File: config.mk
export PLATFORM = sky130hd
export DESIGN_NAME = exec_result_buf
export DESIGN_NICKNAME = d
export VERILOG_FILES = /design/src/rtl/exec_pkg.sv /design/src/rtl/exec_result_mem.sv /design/src/rtl/exec_result_buf.sv
export SDC_FILE = /design/constraint.sdc
export NUM_CORES = 1
export LEC_CHECK = 0
export CAP_MARGIN = 15
export CORE_ASPECT_RATIO = 0.6
export CORE_MARGIN = 2
export CORE_UTILIZATION = 49
export DETAILED_ROUTE_END_ITERATION = 6
export PLACE_DENSITY = 0.76
export SYNTH_ARGS = -nofsm -noshare
export SYNTH_HDL_FRONTEND = slang
export SYNTH_SLANG_ARGS = --single-unit
File: constraint.sdc
create_clock -name clk -period 2.05 [get_ports clk]
set_input_delay 0.205 -clock clk [delete_from_list [all_inputs] [get_ports clk]]
set_output_delay 0.205 -clock clk [all_outputs]
set_load 0.01 [all_outputs]
File: src/rtl/exec_pkg.sv
// ============================================================================
// Module  : exec_pkg
// Brief   : Shared execution-result types, reused by the execution units,
//           their result buffers and the CDB writeback arbiter.
// Rev     : 1.0  initial release
// ============================================================================
`default_nettype none

`ifndef ROB_QUEUE_BITS
`define ROB_QUEUE_BITS 4
`endif

package exec_pkg;

   // One completed result: ROB uid, value and destination location
   typedef struct packed {
      logic [`ROB_QUEUE_BITS-1:0] uid;
      logic [15:0]                val;
      logic [17:0]                loc;
   } exec_result_t;

   // loc[17:16] tag meaning "architectural register"; loc[15:0] is its address
   localparam logic [1:0] LOC_REG = 2'b00;

endpackage

`default_nettype wire

File: src/rtl/exec_result_mem.sv
// ============================================================================
// Module  : exec_result_mem
// Brief   : DEPTH x exec_result_t storage array with one synchronous write
//           port and one asynchronous read port. The contents are not reset;
//           validity is tracked by the owning buffer.
// Rev     : 1.0  initial release
// ============================================================================
`default_nettype none

module exec_result_mem
   import exec_pkg::*;
#(
   parameter int DEPTH = 4,
   parameter int AW    = (DEPTH > 1) ? $clog2(DEPTH) : 1
) (
   input  logic          clk,
   input  logic          i_we,
   input  logic [AW-1:0] i_waddr,
   input  exec_result_t  i_wdata,
   input  logic [AW-1:0] i_raddr,
   output exec_result_t  o_rdata
);

   exec_result_t r_mem [DEPTH];

   // Write the incoming result into its slot on the clock edge
   always_ff @(posedge clk) begin
      if (i_we) begin
         r_mem[i_waddr] <= i_wdata;
      end
   end

   assign o_rdata = r_mem[i_raddr];

endmodule

`default_nettype wire

File: src/rtl/exec_result_buf.sv
// ============================================================================
// Module  : exec_result_buf
// Brief   : In-order result FIFO between a single-cycle execution unit and
//           the CDB writeback arbiter, with valid/ready output handshake,
//           registered-state accept_ok back-pressure and a sticky overflow
//           flag.
// Config  : EXEC_RESULT_BUF_BYPASS_EN - when defined, an incoming result is
//           forwarded combinationally to the CDB if the buffer is empty and
//           the CDB is ready; otherwise it is always stored first.
// Rev     : 1.0  initial release
// ============================================================================
`default_nettype none

module exec_result_buf
   import exec_pkg::*;
#(
   parameter int DEPTH = 4
) (
   input  logic                          clk,
   input  logic                          rst_n,
   input  logic                          has_incoming,
   input  logic [`ROB_QUEUE_BITS-1:0]    in_uid,
   input  logic [15:0]                   in_val,
   input  logic [17:0]                   in_loc,
   output logic                          accept_ok,
   output logic                          cdb_valid,
   input  logic                          cdb_ready,
   output logic [`ROB_QUEUE_BITS-1:0]    cdb_uid,
   output logic [15:0]                   cdb_val,
   output logic [17:0]                   cdb_loc,
   output logic [$clog2(DEPTH+1)-1:0]    count,
   output logic                          overflow
);

   localparam int            PW      = (DEPTH > 1) ? $clog2(DEPTH) : 1;
   localparam int            CW      = $clog2(DEPTH + 1);
   localparam logic [CW-1:0] c_DEPTH = CW'(DEPTH);
   localparam logic [CW-1:0] c_ZERO  = '0;

   logic [PW-1:0] r_head;
   logic [PW-1:0] r_tail;
   logic [CW-1:0] r_count;
   logic          r_overflow;

   logic          w_full;
   logic          w_empty;
   logic          w_bypass;
   logic          w_push;
   logic          w_pop;
   exec_result_t  w_in;
   exec_result_t  w_head;
   exec_result_t  w_out;

   assign w_in    = '{uid: in_uid, val: in_val, loc: in_loc};
   assign w_full  = (r_count == c_DEPTH);
   assign w_empty = (r_count == c_ZERO);

`ifdef EXEC_RESULT_BUF_BYPASS_EN
   assign w_bypass = w_empty && has_incoming && cdb_ready;
`else
   assign w_bypass = 1'b0;
`endif

   // A bypassed result never touches storage; a push while full is dropped
   assign w_push = has_incoming && !w_full && !w_bypass;
   assign w_pop  = !w_empty && cdb_ready;

   exec_result_mem #(
      .DEPTH (DEPTH),
      .AW    (PW)
   ) u_mem (
      .clk     (clk),
      .i_we    (w_push),
      .i_waddr (r_tail),
      .i_wdata (w_in),
      .i_raddr (r_head),
      .o_rdata (w_head)
   );

   // Pointer, occupancy and sticky-error state
   always_ff @(posedge clk) begin
      if (!rst_n) begin
         r_head     <= '0;
         r_tail     <= '0;
         r_count    <= '0;
         r_overflow <= 1'b0;
      end else begin
         if (w_push) begin
            r_tail <= r_tail + 1'b1;
         end
         if (w_pop) begin
            r_head <= r_head + 1'b1;
         end
         r_count <= r_count + {{(CW-1){1'b0}}, w_push}
                            - {{(CW-1){1'b0}}, w_pop};
         if (has_incoming && w_full) begin
            r_overflow <= 1'b1;
         end
      end
   end

   // Select head entry or bypassed input and zero the payload when idle
   always_comb begin
      w_out = '0;
      if (w_bypass) begin
         w_out = w_in;
      end else if (!w_empty) begin
         w_out = w_head;
      end
   end

   assign cdb_valid = !w_empty || w_bypass;
   assign cdb_uid   = w_out.uid;
   assign cdb_val   = w_out.val;
   assign cdb_loc   = w_out.loc;
   assign accept_ok = rst_n && !w_full;
   assign count     = r_count;
   assign overflow  = r_overflow;

endmodule

`default_nettype wire

==> run_results.csv, run 1 <==
group,metric,value,unit
status,status,"finished with violations",
status,violations,"setup timing",
critical_path,cpPeakStageDelay,0.51,ns
drt,ant_nets,0,
global_routing,grt_pass1_wl,19.4,mm
yosys,synth.area.top_cells,"edfxtp_1 73%, mux4_2 14%, nor2b_1 3.8%",
sta,min_period,2.06,ns
drt,dr.pass1.iters,4,
sta,relSlewSlack,84.0,%
yosys,syn_inst,296,
layout,final_area,8230,um2
drt,drt-initial-drc-count,175,
sta,skew,0.00486,ns
cts,cts.htree.levels,4,
critical_path,cp_cell_sequence,"buf_6 -> mux4_2 -> and2b_1 -> buf_2",
drt,avgRoutedWirePerCell,20.9,um
yosys,synth_seq_cells,162,
layout,finalNetCount,465,
layout,final_cell_mix,"152 x edfxtp_1, 46 x clkdlybuf4s50_1, 38 x mux4_2",
sta,fmax,485,MHz
floorplanning,die_x,150,um
floorplanning,start_util,51.1,%
critical_path,cp.arrival,1.86,ns
floorplanning,die_y,91.5,um
critical_path,worst-r2r-cell-count,10,
global_routing,grt_overflow,0,
sta,setup_violations,1,
power,power_frac_seq,39.7,%
cts,clk_latency,0.42,ns
cts,cts_tree,"built",
drt,vias,3171,
sta,finalSetupTns,-0.0111,ns
yosys,avgSynthCellArea,21.1,um2
power,clkPwrFrac,28.4,%
layout,diodes,0,
sta,fin_ws,-0.0111,ns
yosys,yosysWarnings,0,
yosys,ys_seq_area_share,76.1,%
floorplanning,rows,31,
min_path,hold_path_end,"u_mem.r_mem[1][26]",
drt,vias_per_cell,5.34,
layout,drive_gt1_share,38.2,%
place,buffer_ports.inserted,85,
floorplanning,die-area,13700,um2
sta,hold_ws,0.430,ns
cts,clkSlewWorstSetupHoldPaths,0.06,ns
drt,drt_wl_total,12.4,mm
critical_path,end_kind,"output pin",
critical_path,crit_required,1.85,ns
cts,cts-root-buf,"clkbuf_16",
yosys,synth_area_leader_cell,"edfxtp_1",
place,placed_area,7560,um2
place,gp_congestion,0.751,
critical_path,slowest_stage,"mux4_2",
global_routing,grt_max_degree,22,
layout,area_delta_synth_final,31.5,%
layout,num-fill-cells,798,
power,power_frac_comb,31.9,%
min_path,whs_path_depth,1,
layout,mostFrequentLayoutCell,"edfxtp_1",
yosys,synth_fp_nets,345,
power,p_int,7500,uW
cts,clock_sinks,162,
sta,hold_viol,0,
global_routing,grt_pass1_vias,3458,
power,power.leakage,0.00284,uW
power,vdd_drop_max,683,uV
yosys,synth_area,6260,um2
critical_path,worstSetupStartpointType,"register",
critical_path,path_buf_inv,2,
critical_path,crit_fanout,6,
power,power_density,1280,nW/um2
sta,fin_crit_sh,101,%
sta,rsz0062_at_grt,"true",
drt,route.detailed.drc,0,
cts,cts_hold_buf,0,
global_routing,antenna_found_initial,0,
floorplanning,top_level_ports,86,
min_path,min_path_type,"input pin to register",
critical_path,r2r-end,"count[2]",
critical_path,crit_family,"multiplexers",
place,hpwl,7.16,mm
critical_path,regToRegSetupSlack,0.01,ns
sta,worstMarginPinSlew,0.238,ns
yosys,synth_cell_type_count,24,
job,cap_violations,0,
global_routing,grt_usage,19.7,%
yosys,post-synth-top-area-fraction,72.9,%
cts,cts_buffer_depth,2,
cts,tritoncts.num_buffers,17,
floorplanning,core_area,12300,um2
critical_path,rr_startpoint,"count[2]",
sta,drv_slew,0,
power,power_switching,3010,uW
critical_path,worst-setup-path-type,"register to output pin",
min_path,hold_start,"in_val[8]",
power,switching_share,28.6,%
==> worst register-to-register path: cells and delay by family, from the launching register on <==
kind | cells | cell delay, ns
AND/OR/NAND/NOR | 3 | 0.45
XOR/XNOR | 2 | 0.27
buffers and inverters | 2 | 0.10
flip-flops | 1 | 0.35
adder cells (fa/ha/maj) | 3 | 0.78
==> cell usage after synthesis <==
library cell	count
a21boi_0	1
a21oi_1	1
and2_1	7
and2b_1	4
buf_2	3
buf_4	1
buf_6	3
clkbuf_1	7
dfxtp_1	10
edfxtp_1	152
fa_1	1
ha_1	6
inv_1	7
mux2i_1	2
mux4_2	38
nand2_1	6
nand4bb_1	1
nor2b_1	38
nor3_2	1
nor3b_1	1
o21ai_0	3
or3_1	1
xnor2_1	1
xor2_1	1
==> stage by stage <==
step | setup WS, ns | std cells | utilization, % | power [uW]
after floorplan | -0.0924 | 296 | - | 5800
after global placement | -0.196 | 552 | 61.7 | 7260
after detailed placement | -0.292 | 552 | 61.7 | 7340
after CTS | -0.121 | 596 | 66.9 | 10500
after global routing | -0.0854 | 594 | 67.1 | 11000
final | -0.0111 | 594 | 67.1 | 10500
==> cell families after synthesis <==
kind of cell               Yosys count  synth area share [%]
DFF                                162                  76.1
and+or+nand+nor                     59                  5.90
muxes                               40                  14.0
buffers and inverters               21                  1.74
adders and majority gates            7                  1.52
AOI/OAI and AO/OA                    5                 0.440
xor gates and xnor gates             2                 0.280
==> power by group through the flow <==
stage / Sequential [uW] / Clock (uW) / Combinational [uW]
2_1_floorplan: 4180 / 0 / 1620
3_3_place_gp: 4190 / 0 / 3070
3_5_place_dp: 4220 / 0 / 3120
4_1_cts: 4180 / 3020 / 3330
5_1_grt: 4210 / 3160 / 3620
6_report: 4180 / 2980 / 3360
==> metal layers <==
metal,wire length [um],track usage (%),part of all wire (%),up-vias
met5,0,0,0,-
met4,131,4.87,1.1,0
met3,808,6.53,6.5,15
met2,6020,31.2,48,93
met1,5480,26.6,44,1656
li1,-,-,-,1407
==> registers in the layout, summed over array words and instances (netlist names), named ones only <==
signal,cells
u_mem.r_mem,152
count,3
r_head,2
r_tail,2
overflow,1
==> timing repair <==
item                                    CTS  global route
buffers inserted                          8             5
cloned                                    4             0
resized for setup                       176            30
pin swaps                                 6             1
endpoints found under the setup margin   40            40
==> final cells by class <==
type | instances | area [um2] | share of cell area [%]
clock buffer | 17 | 425 | 5.17
clock inverter | 15 | 131 | 1.60
inverter | 7 | 26.3 | 0.319
multi-input combinational | 113 | 1520 | 18.4
sequential | 162 | 4780 | 58.1
tap | 165 | 206 | 2.51
timing repair buffer | 115 | 1140 | 13.9
==> worst max-delay path by stage <==
stage,start,endpoint,slack [ns],cells past startpoint
final,register,cdb_val[15],-0.01,4
after global routing,count[2],count[2],-0.09,10
after CTS,register,cdb_loc[14],-0.12,5
after detailed placement,has_incoming,count[2],-0.29,10
after global placement,has_incoming,count[2],-0.20,10
after floorplan,count[2],count[2],-0.09,11
(Power assumes the default switching activity.)
==> run 2: changes to the inputs <==
Settings changed: CORE_UTILIZATION 49 to 40, PLACE_DENSITY 0.76 to 0.65, REMOVE_ABC_BUFFERS set to 1.
==> run 2 against run 1 <==
The run still ends with setup timing left. Sequential cell count stayed put. Register-to-register slack gained 0.05 ns. Sequential share of layout area decreased by 1.2 points. Non-clock buffer count is 4 higher. Largest cell class unchanged. Setup slack got worse by 0.0041 ns. First-iteration DRC count grew 29%. Global-route usage fell by 4.0 points. Largest power group unchanged.
==> run_results.csv, run 2 (synthesized netlist as in run 1, its figures left out) <==
group,metric,value,unit
status,status,"finished with violations",
status,violations,"setup timing",
power,power_frac_comb,33.7,%
global_routing,grt_max_degree,24,
power,clkPwrFrac,27.9,%
drt,drt-initial-drc-count,225,
floorplanning,core_area,15300,um2
critical_path,crit_fanout,5,
power,power.leakage,0.00290,uW
drt,route.detailed.drc,0,
cts,clk_latency,0.41,ns
critical_path,cpPeakStageDelay,0.48,ns
critical_path,cp_common_cell,"buf_6",
layout,drive_gt1_share,38.9,%
drt,avgRoutedWirePerCell,19.0,um
drt,ant_nets,0,
cts,cts-root-buf,"clkbuf_16",
critical_path,slowest_stage,"mux4_2",
sta,setup_violations,3,
sta,fin_crit_sh,101,%
power,p_total,10800,uW
global_routing,grt_overflow,0,
cts,cts_buffer_depth,2,
critical_path,r2r-end,"count[2]",
min_path,whs_path_depth,1,
global_routing,grt_pass1_vias,3257,
sta,hold_ws,0.421,ns
sta,relSlewSlack,83.3,%
critical_path,regToRegSetupSlack,0.06,ns
layout,num-fill-cells,1183,
place,gp_congestion,0.732,
power,power_density,1280,nW/um2
critical_path,path_buf_inv,3,
layout,final_cell_mix,"152 x edfxtp_1, 46 x clkdlybuf4s50_1, 38 x mux4_2",
critical_path,worst-r2r-cell-count,10,
sta,skew,0.00468,ns
place,buffer_ports.inserted,85,
min_path,hold_start,"in_loc[17]",
floorplanning,die-area,16700,um2
layout,finalNetCount,469,
power,power_switching,2940,uW
critical_path,end_kind,"output pin",
critical_path,crit_family,"multiplexers",
layout,diodes,0,
power,switching_share,27.2,%
sta,drv_slew,0,
drt,vias_per_cell,4.90,
drt,dr.pass1.iters,4,
drt,vias,3110,
critical_path,rr_startpoint,"count[2]",
min_path,hold_path_end,"u_mem.r_mem[0][17]",
floorplanning,top_level_ports,86,
power,vdd_drop_max,714,uV
sta,rsz0062_at_grt,"true",
power,p_int,7850,uW
cts,tritoncts.num_buffers,17,
layout,largest_register_ffs,152,
critical_path,cp_cell_sequence,"buf_6 -> buf_12 -> mux4_2 -> and2b_1 -> buf_6",
critical_path,worstSetupStartpointType,"register",
floorplanning,rows,35,
floorplanning,die_y,101,um
min_path,min_path_type,"input pin to register",
drt,drt_wl_total,12.1,mm
cts,cts_hold_buf,0,
global_routing,grt_usage,15.7,%
cts,clock_sinks,162,
cts,cts.htree.levels,4,
job,cap_violations,0,
layout,area_delta_synth_final,34.3,%
place,hpwl,6.90,mm
sta,min_period,2.07,ns
global_routing,antenna_found_initial,0,
cts,clkSlewWorstSetupHoldPaths,0.06,ns
critical_path,cp.arrival,1.86,ns
critical_path,worst-setup-path-type,"register to output pin",
sta,hold_viol,0,
critical_path,crit_required,1.85,ns
sta,fmax,484,MHz
layout,regMostFlops,"u_mem.r_mem",
floorplanning,start_util,40.8,%
global_routing,grt_pass1_wl,18.5,mm
layout,mostFrequentLayoutCell,"edfxtp_1",
sta,fin_ws,-0.0152,ns
cts,cts_tree,"built",
sta,worstMarginPinSlew,0.249,ns
floorplanning,die_x,165,um
power,power_frac_seq,38.4,%
sta,finalSetupTns,-0.0322,ns
-- run 2: cell count changes in the layout (fill, tap and decap cells not counted), moves of 2 or more --
| cell | previous run | this run |
|---|---|---|
| buf_6 | 10 | 21 |
| nor2b_1 | 24 | 21 |
| buf_4 | 12 | 15 |
| nor2b_4 | 12 | 16 |
| clkbuf_2 | 0 | 2 |
| inv_6 | 6 | 2 |
| buf_12 | 14 | 11 |
| buf_2 | 30 | 19 |
-- run 2: per-layer routing --
| layer | vias up | wire (um) | global-route usage (%) |
|---|---|---|---|
| met5 | - | 0 | 0 |
| met4 | 0 | 119 | 3.98 |
| met3 | 10 | 737 | 5.59 |
| met2 | 78 | 5660 | 25.0 |
| met1 | 1600 | 5570 | 20.8 |
| li1 | 1422 | - | - |
-- run 2: worst max path at each step --
stage	startpoint	to	slack, ns	cells past startpoint
after global routing	register	cdb_uid[2]	-0.09	5
after CTS	register	cdb_val[8]	-0.07	6
after global placement	has_incoming	count[2]	-0.25	10
after detailed placement	has_incoming	count[2]	-0.28	10
after floorplan	count[2]	count[2]	-1.20	9
final	register	cdb_val[14]	-0.02	5
-- run 2: what timing repair did --
item	in CTS	in global routing
cloned	5	0
setup buffers	10	0
resized for setup	178	42
setup endpoints to repair	41	38
pin swaps	6	2
-- run 2: metrics by stage --
step	util [%]	instances	setup slack [ns]	area, um2
CTS	54.2	637	-0.0747	8310
finish	54.8	635	-0.0152	8400
global placement	49.5	593	-0.249	7580
global route	54.8	635	-0.0864	8400
detailed placement	49.5	593	-0.278	7580
floorplan	-	282	-1.20	6180
-- run 2: layout make-up --
cell class	instances	area (um2)	share of cell area, %
Timing Repair Buffer	119	1250	14.8
Sequential cell	162	4780	56.8
Inverter	7	26.3	0.313
Clock buffer	18	429	5.11
Clock inverter	13	138	1.64
Multi-Input combinational cell	113	1540	18.3
Tap cell	203	254	3.02
-- run 2: power by group through the flow --
stage / Clock, uW / Combinational (uW) / Sequential, uW
2_1_floorplan: 0 / 1400 / 4320
4_1_cts: 3070 / 3470 / 4150
3_5_place_dp: 0 / 3130 / 4200
3_3_place_gp: 0 / 3130 / 4180
6_report: 3010 / 3630 / 4150
5_1_grt: 3210 / 3940 / 4180
==> RTL change: new RTL, settings of run 1 <==
Register the output `overflow` once more, without a reset; this adds one clock of latency there. The other outputs are not delayed to match. Comments in the files are not updated.
--- a/src/rtl/exec_result_buf.sv
+++ b/src/rtl/exec_result_buf.sv
@@ -115,7 +115,9 @@
    assign cdb_loc   = w_out.loc;
    assign accept_ok = rst_n && !w_full;
    assign count     = r_count;
-   assign overflow  = r_overflow;
+   always_ff @(posedge clk) begin
+      overflow <= r_overflow;
+   end
 
 endmodule
 
Behaviour: not the same (a bounded check fails within 10 cycles, from zero or initial values and one cycle with rst_n low).
==> RTL change against run 1 <==
- the run still ends with setup timing left
- clock power grew 5%
- design area grew 3.0%
- wire length grew 3.0%
- critical path depth grew 1
- total power grew 4.0%
- setup slack lost 0.021 ns
- area after synthesis grew 0.32%
- count of clock-buffer cells in the layout is the same
- sequential cell count grew 1
- non-clock buffer count grew 17
- clock skew grew 0.0040 ns
- critical endpoint is now cdb_loc[16]
==> RTL change: results (changes against run 1) <==
[logic_synthesis]
yosys_warnings = 0  ; unchanged
ys_top_cells_by_area = edfxtp_1 (73%), mux4_2 (14%), nor2b_1 (3.8%), dfxtp_1 (3.5%), ha_1 (1.2%)
synth_nets = 346  ; +0.29%
synth-seq-area-share_pct = 76.2  ; about the same
ys_types = 24  ; unchanged
synthTopCellsByCount = edfxtp_1 (152), mux4_2 (38), nor2b_1 (38)
syn_inst = 297  ; +0.34%

[power_and_ir_drop]
p_leak_nw = 3.00  ; +5.5%
switchingPower_w = 0.00296  ; -1.9%
clk-power_w = 0.00314  ; +5%
power_w = 0.0109  ; +4.0%
vdd_drop_max_mv = 0.674  ; -1.3%
seqPwrFrac_pct = 38.3  ; -1.4 points

[grt]
grt_pass1_vias = 3381  ; -2.2%
grt.met1_usage_pct = 25.6  ; -0.96 points
antenna_found_initial = 1  ; +1
grt_usage_pct = 18.9  ; -0.77 points
grt_pass1_wl_mm = 18.4  ; -5.0%
grt_start_max_net_pins = 39  ; +77%
grtUsageMet2_pct = 29.0  ; -2.2 points
use_met3_pct = 6.42  ; -0.11 points

[sta]
tightestPinTransition_ns = 0.280  ; +0.0418 ns
layout_setup_ws_ns = -0.0323  ; -0.0212 ns
skew_ns = 0.00886  ; +0.00400 ns
setup_viol_count_final = 13  ; +12

[drt]
wl_met3_um = 956  ; +18%
vias = 3256  ; +2.7%
top_layer_used = met5
firstDrtPassIters = 5  ; +1
first_iter_violations = 187  ; +6.9%
wl_per_cell_um = 20.9  ; about the same
viasPerCell = 5.32  ; -0.34%
wl_met1_mm = 5.67  ; +3.4%
dr_wl_met2_mm = 6.05  ; +0.58%

[run_status]
outcome = finished, violations left
violations = setup timing

[cts]
cts-root-buf = clkbuf_16
clock_insertion_delay_worst_skew_ns = 0.42  ; about the same
cts_resized = 182  ; +3.4%
numCtsBuffers = 17  ; unchanged
cts_buffer_depth = 2  ; unchanged
post_cts_buffers = 18  ; +10
htree_levels = 4  ; unchanged

[place]
dp_hpwl_mm = 6.69  ; -6.5%
dp_cells = 552  ; unchanged
port_buffers = 85  ; unchanged
dp_slack_ns = -0.249  ; +0.0426 ns
place.gp.congestion = 0.716  ; -4.7%

[setup_path]
crit_fanout = 7  ; +1
crit_family = multiplexers

[worst_hold_path]
min_path_type = flip-flop to flip-flop

[finish]
drive_gt1_share_pct = 40.0  ; +1.8 points
registers.top_by_ff_count = u_mem.r_mem
layout.nets = 483  ; +3.9%

RTL change: cell count changes after synthesis:
cell	run 1	this run
dfxtp_1	10	11
RTL change: cells by family after synthesis:
| group | count (synthesis) | synth area share, % |
|---|---|---|
| DFF | 163 | 76.2 |
| and+or+nand+nor | 59 | 5.88 |
| muxes | 40 | 13.9 |
| buffers and inverters | 21 | 1.73 |
| adders and majority gates | 7 | 1.51 |
| AOI/OAI and AO/OA | 5 | 0.438 |
| xor gates and xnor gates | 2 | 0.279 |
RTL change: metrics by stage:
stage	TNS (ns)	hold WS, ns	instance area [um^2]	util [%]
after floorplan	-0.0924	0.304	6300	-
after global placement	-0.273	0.343	7500	61.0
after detailed placement	-0.372	0.344	7500	61.0
after CTS	-0.925	0.361	8240	67.0
after global routing	-1.73	0.364	8470	68.9
final	-0.169	0.357	8470	68.9
RTL change: worst paths after layout:
kind	start	endpoint	slack (ns)	cells after the start
worst max-delay path	flip-flop	cdb_loc[16]	-0.03	5
worst min-delay path	r_overflow	overflow	0.36	0
worst min register to register	r_overflow	overflow	0.36	0
worst max register to register	count[2]	count[2]	0.03	9
RTL change: worst register-to-register path, cell delays in order, from the launching register on:
cell and delay (ns):
dfxtp_4 0.36, nor3_4 0.25, nor2b_2 0.09, ha_1 0.29, inv_1 0.04, ha_2 0.17, fa_2 0.33, xor2_1 0.16
xnor2_1 0.12, and2_1 0.13
RTL change: layout make-up:
| cell class | count | area, um^2 |
|---|---|---|
| clock inverter | 15 | 165 |
| timing repair buffer | 132 | 1360 |
| fill | 790 | 3820 |
| tap | 165 | 206 |
| multi-input combinational | 113 | 1500 |
| clock buffer | 17 | 425 |
| inverter | 7 | 26.3 |
| sequential | 163 | 4800 |
